### config.mk
export PLATFORM = sky130hd
export DESIGN_NAME = hilo_unit
export DESIGN_NICKNAME = d
export VERILOG_FILES = /design/src/rtl/hilo_unit.sv
export SDC_FILE = /design/constraint.sdc
export NUM_CORES = 1
export LEC_CHECK = 0
export ABC_AREA = 1
export BUFFER_PORTS_ARGS = -buffer_cell sky130_fd_sc_hd__buf_2
export CORE_MARGIN = 2
export CORE_UTILIZATION = 40
export CTS_CLUSTER_DIAMETER = 30
export DETAILED_ROUTE_END_ITERATION = 10
export PLACE_DENSITY_LB_ADDON = 0.08
export SLEW_MARGIN = 20
export SYNTH_ARGS = -nofsm -noshare
export SYNTH_HDL_FRONTEND = slang
export SYNTH_SLANG_ARGS = --single-unit
### constraint.sdc
create_clock -name clk -period 1.9 [get_ports clk]
set_clock_uncertainty 0.15 [all_clocks]
set_input_delay 0.19 -clock clk [delete_from_list [all_inputs] [get_ports clk]]
set_output_delay 0.19 -clock clk [all_outputs]
set_load 0.005 [all_outputs]
### src/rtl/hilo_unit.sv
// ============================================================================
// Module      : hilo_unit
// Description : HI/LO register stage. Captures mult products, executes
//               mthi/mtlo, and (with HILO_DIV_EN defined) runs div/divu on a
//               32-step restoring divider that stalls the pipe via busy.
// Revision    : 1.0
// ============================================================================
`default_nettype none

module hilo_unit #(
  parameter int WIDTH = 32
) (
  input  logic             clk,
  input  logic             rst_n,
  input  logic             op_valid,
  input  logic [2:0]       op,
  input  logic [WIDTH-1:0] alu_hi,
  input  logic [WIDTH-1:0] alu_lo,
  input  logic [WIDTH-1:0] a,
  input  logic [WIDTH-1:0] b,
  output logic [WIDTH-1:0] hi,
  output logic [WIDTH-1:0] lo,
  output logic             busy,
  output logic             done,
  output logic             div_by_zero
);

  localparam logic [2:0] OP_MULT = 3'b001;
  localparam logic [2:0] OP_MTHI = 3'b010;
  localparam logic [2:0] OP_MTLO = 3'b011;

  logic [WIDTH-1:0] hi_q, hi_d;
  logic [WIDTH-1:0] lo_q, lo_d;
  logic             idle;
  logic             accept;
  logic             res_wr;
  logic [WIDTH-1:0] res_hi;
  logic [WIDTH-1:0] res_lo;

  assign accept = op_valid && idle;

`ifdef HILO_DIV_EN
  localparam logic [2:0] OP_DIV  = 3'b100;
  localparam logic [2:0] OP_DIVU = 3'b101;
  localparam int         CW      = $clog2(WIDTH);
  localparam logic [CW-1:0] CNT_LAST = CW'(WIDTH - 1);

  typedef enum logic [1:0] {
    S_IDLE = 2'd0,
    S_RUN  = 2'd1,
    S_FIX  = 2'd2
  } state_e;

  state_e           state_q, state_d;
  logic [WIDTH:0]   rem_q, rem_d;
  logic [WIDTH-1:0] quot_q, quot_d;
  logic [WIDTH-1:0] dvsr_q, dvsr_d;
  logic [CW-1:0]    cnt_q, cnt_d;
  logic             qneg_q, qneg_d;
  logic             rneg_q, rneg_d;
  logic             done_q, done_d;
  logic             dbz_q, dbz_d;

  logic [WIDTH:0]   rem_sh;
  logic [WIDTH:0]   trial;
  logic             is_div;
  logic             is_signed;
  logic             unused_rem_msb;

  // Dividend lives in quot_q and is shifted out MSB-first into the remainder.
  assign rem_sh    = {rem_q[WIDTH-1:0], quot_q[WIDTH-1]};
  assign trial     = rem_sh - {1'b0, dvsr_q};
  assign is_div    = accept && ((op == OP_DIV) || (op == OP_DIVU));
  assign is_signed = (op == OP_DIV);

  always_comb begin
    state_d = state_q;
    rem_d   = rem_q;
    quot_d  = quot_q;
    dvsr_d  = dvsr_q;
    cnt_d   = cnt_q;
    qneg_d  = qneg_q;
    rneg_d  = rneg_q;
    done_d  = 1'b0;
    dbz_d   = 1'b0;
    case (state_q)
      S_IDLE: begin
        if (is_div) begin
          if (b == '0) begin
            done_d = 1'b1;
            dbz_d  = 1'b1;
          end else begin
            dvsr_d  = (is_signed && b[WIDTH-1]) ? -b : b;
            quot_d  = (is_signed && a[WIDTH-1]) ? -a : a;
            rem_d   = '0;
            cnt_d   = '0;
            qneg_d  = is_signed && (a[WIDTH-1] ^ b[WIDTH-1]);
            rneg_d  = is_signed && a[WIDTH-1];
            state_d = S_RUN;
          end
        end
      end
      S_RUN: begin
        quot_d = {quot_q[WIDTH-2:0], ~trial[WIDTH]};
        rem_d  = trial[WIDTH] ? rem_sh : trial;
        cnt_d  = cnt_q + 1'b1;
        if (cnt_q == CNT_LAST) begin
          state_d = S_FIX;
        end
      end
      S_FIX: begin
        done_d  = 1'b1;
        state_d = S_IDLE;
      end
      default: state_d = S_IDLE;
    endcase
  end

  always_ff @(posedge clk or negedge rst_n) begin
    if (!rst_n) begin
      state_q <= S_IDLE;
      rem_q   <= '0;
      quot_q  <= '0;
      dvsr_q  <= '0;
      cnt_q   <= '0;
      qneg_q  <= 1'b0;
      rneg_q  <= 1'b0;
      done_q  <= 1'b0;
      dbz_q   <= 1'b0;
    end else begin
      state_q <= state_d;
      rem_q   <= rem_d;
      quot_q  <= quot_d;
      dvsr_q  <= dvsr_d;
      cnt_q   <= cnt_d;
      qneg_q  <= qneg_d;
      rneg_q  <= rneg_d;
      done_q  <= done_d;
      dbz_q   <= dbz_d;
    end
  end

  // The remainder never reaches bit WIDTH after a completed step.
  assign unused_rem_msb = rem_q[WIDTH];

  assign idle        = (state_q == S_IDLE);
  assign res_wr      = (state_q == S_FIX);
  assign res_hi      = rneg_q ? -rem_q[WIDTH-1:0] : rem_q[WIDTH-1:0];
  assign res_lo      = qneg_q ? -quot_q : quot_q;
  assign busy        = !idle;
  assign done        = done_q;
  assign div_by_zero = dbz_q;
`else
  logic unused_b;

  assign unused_b    = ^b;
  assign idle        = 1'b1;
  assign res_wr      = 1'b0;
  assign res_hi      = '0;
  assign res_lo      = '0;
  assign busy        = 1'b0;
  assign done        = 1'b0;
  assign div_by_zero = 1'b0;
`endif

  always_comb begin
    hi_d = hi_q;
    lo_d = lo_q;
    if (res_wr) begin
      hi_d = res_hi;
      lo_d = res_lo;
    end else if (accept) begin
      case (op)
        OP_MULT: begin
          hi_d = alu_hi;
          lo_d = alu_lo;
        end
        OP_MTHI: hi_d = a;
        OP_MTLO: lo_d = a;
        default: ;
      endcase
    end
  end

  always_ff @(posedge clk or negedge rst_n) begin
    if (!rst_n) begin
      hi_q <= '0;
      lo_q <= '0;
    end else begin
      hi_q <= hi_d;
      lo_q <= lo_d;
    end
  end

  assign hi = hi_q;
  assign lo = lo_q;

endmodule

`default_nettype wire
==> flow_summary.yaml <==
clocking:
  path_clk_slew_ns: 0.07
  numCtsBuffers: 9
  cts-root-buf: "clkbuf_8"
  cts_max_path_buffers: 2
  cts.sinks: 64
  clk_latency_ns: 0.32
  htree_levels: 3
  cts_tree: "done"
worst_setup_path:
  cp.required_ns: 2.01
  rrSetupSlack_ns: 1.10
  r2r_start: "hi[22]$_DFFE_PN0P_"
  cp-start-kind: "input pin"
  worstSetupStartpoint: "op[2]"
  crit_fanout: 32
  arrival_ns: 1.44
  crit_path_end_kind: "flip-flop"
  crit_path_end: "lo[18]$_DFFE_PN0P_"
  r2r-end: "hi[22]$_DFFE_PN0P_"
  reg2regPathDepth: 2
  critPathKind: "in -> reg"
grt:
  grt_overflow: 0
  grt_start_max_net_pins: 65
  grt_pass1_wl_um: 17600
  first_global_vias: 3594
  grt_usage: 0.2499
  antenna_found_initial: 0
yosys:
  postSynthCellCount: 436
  synthesis.area_mm2: 0.003347
  avgSynthCellArea_um2: 7.677
  yosysTopAreaCell: "dfrtp_1"
  synth_top_area_share: 0.4785
  synth_cell_types: 16
  ys_seq_area_frac: 0.4785
  ys_ff_latch: 64
  synth_area_leaders: "dfrtp_1 48%, nand2_1 18%, nand3_1 9.6%"
  yosys_warnings: 0
min_path:
  hold_class: "in -> reg"
  min_path_cells: 5
sta:
  layout_min_cycle_time_ns: 1.336
  finalCritPeriodShare: 0.7032
  relSlewSlack: 0.5769
  whs_ns: 0.01525
  final_max_slew_viol_count: 0
  worstMarginPinSlew_ns: 0.6324
  rsz0062_at_grt: "no"
  setup_viol_count_final: 0
  fmax_ghz: 0.7485
  fin_tns_setup_ns: 0
  finalHoldViolCount: 0
routing:
  vias_per_cell: 5.169
  dr.pass1.iters: 5
  drcViolationCount: 0
  wirelength_um: 11390
  first_iter_violations: 182
  vias: 3753
  wl_per_cell_um: 15.69
  ant_nets: 0
die:
  start_util: 0.4094
  core_mm2: 0.008175
  die_w_um: 95.48
  die_h_um: 95.48
  io_pins: 201
  die_area_mm2: 0.009115
  core.rowCount: 33
status:
  outcome: "finished clean"
placed_design:
  post-dp-hpwl_um: 7695
  dp.cells: 678
  place.gp.congestion: 0.8610
  place.port_buffers: 165
job:
  max_cap_viol_count: 0
final_layout:
  finalNetCount: 751
  finalNonFillerCells: 726
  drive_above_1_share: 0.3205
  n_fill_cell: 796
  area_growth_pct: 41.76
  diodes: 0
power_and_ir_drop:
  leakage_nw: 2.590
  ir_drop_mv: 0.4085
  p_per_area_mw_per_mm2: 848.2
cell usage in the layout, fill, tap and decap left out, types with 2 or more instances in the layout:
cell type,n
conb_1,3
o21ai_0,30
dlygate4sd3_1,33
nand3_1,64
bufinv_16,2
nand2_4,2
buf_4,11
dfrtp_1,64
a31oi_1,32
buf_2,165
nand3_2,2
clkbuf_8,11
nand2_1,160
inv_2,2
o21ai_1,34
logic make-up after synthesis:
family                 count (synthesis)  share of synthesized area
AOI/OAI and AO/OA                     96                     0.1555
buffers and inverters                 45                    0.06916
and+or+nand+nor                      230                     0.2957
DFF                                   64                     0.4785
other                                  1                   0.001120
metal layers:
metal  track usage  wire [um]  up-vias
met5             0          0        -
met1        0.3476       5060     1729
met3       0.05059        884       22
met4       0.09048        259        0
li1              -          -     1831
met2        0.3873       5187      171
sequential cells by signal (all words and copies together) (netlist names):
signal and flops:
hi 32, lo 32
cells in the mapped netlist:
| master | instances |
|---|---|
| nand3_2 | 2 |
| nand2_4 | 2 |
| inv_2 | 2 |
| buf_2 | 20 |
| dfrtp_1 | 64 |
| nand2_2 | 1 |
| nand2_1 | 160 |
| nand3_1 | 64 |
| o21ai_0 | 30 |
| clkbuf_1 | 12 |
| a31oi_1 | 32 |
| nor2_8 | 1 |
| inv_1 | 1 |
| conb_1 | 1 |
| o21ai_1 | 34 |
| buf_4 | 10 |
worst min-delay path by stage:
stage	end	from
final	hi[15]$_DFFE_PN0P_	alu_hi[15]
after global routing	lo[4]$_DFFE_PN0P_	a[4]
after CTS	hi[27]$_DFFE_PN0P_	alu_hi[27]
after detailed placement	lo[27]$_DFFE_PN0P_	rst_n
after global placement	lo[27]$_DFFE_PN0P_	rst_n
after floorplan	hi[0]$_DFFE_PN0P_	rst_n
worst max-delay path, cell delays in order:
cell and delay [ns]:
buf_2 0.14, inv_2 0.23, nand3_2 0.12, inv_2 0.37
o21ai_0 0.23, o21ai_1 0.16
stage by stage:
stage / util / power (mW) / instance area, um^2 / setup slack, ns
after floorplan: - / 2.191 / 3354 / 0.6946
final: 0.5803 / 4.024 / 4745 / 0.5640
after global placement: 0.5130 / 2.668 / 4194 / 0.2182
after detailed placement: 0.5130 / 2.687 / 4194 / 0.2031
after CTS: 0.5803 / 4.058 / 4745 / 0.5572
after global routing: 0.5803 / 4.275 / 4745 / 0.4139
report_power, final:
part,internal (mW),total [mW],switching [mW]
clock,0.802,1.31,0.505
combinational,0.461,0.971,0.511
sequential,1.61,1.75,0.132
timing repair:
action                                  4_1_cts  5_1_grt
endpoints found under the hold margin        96        0
endpoints found under the setup margin        0        0
gates resized for setup                       0        0
buffers inserted                              0        0
hold buffers                                 33        0
area by class of cell:
class,count,area [um^2],share of cell area
clock inverter,3,65.06,0.01371
timing repair buffer,210,1259,0.2653
inverter,3,11.26,0.002373
multi-input combinational,329,1521,0.3207
tap,105,131.4,0.02769
clock buffer,12,155.1,0.03270
sequential,64,1602,0.3376
Power figures use the tool's default switching activity.
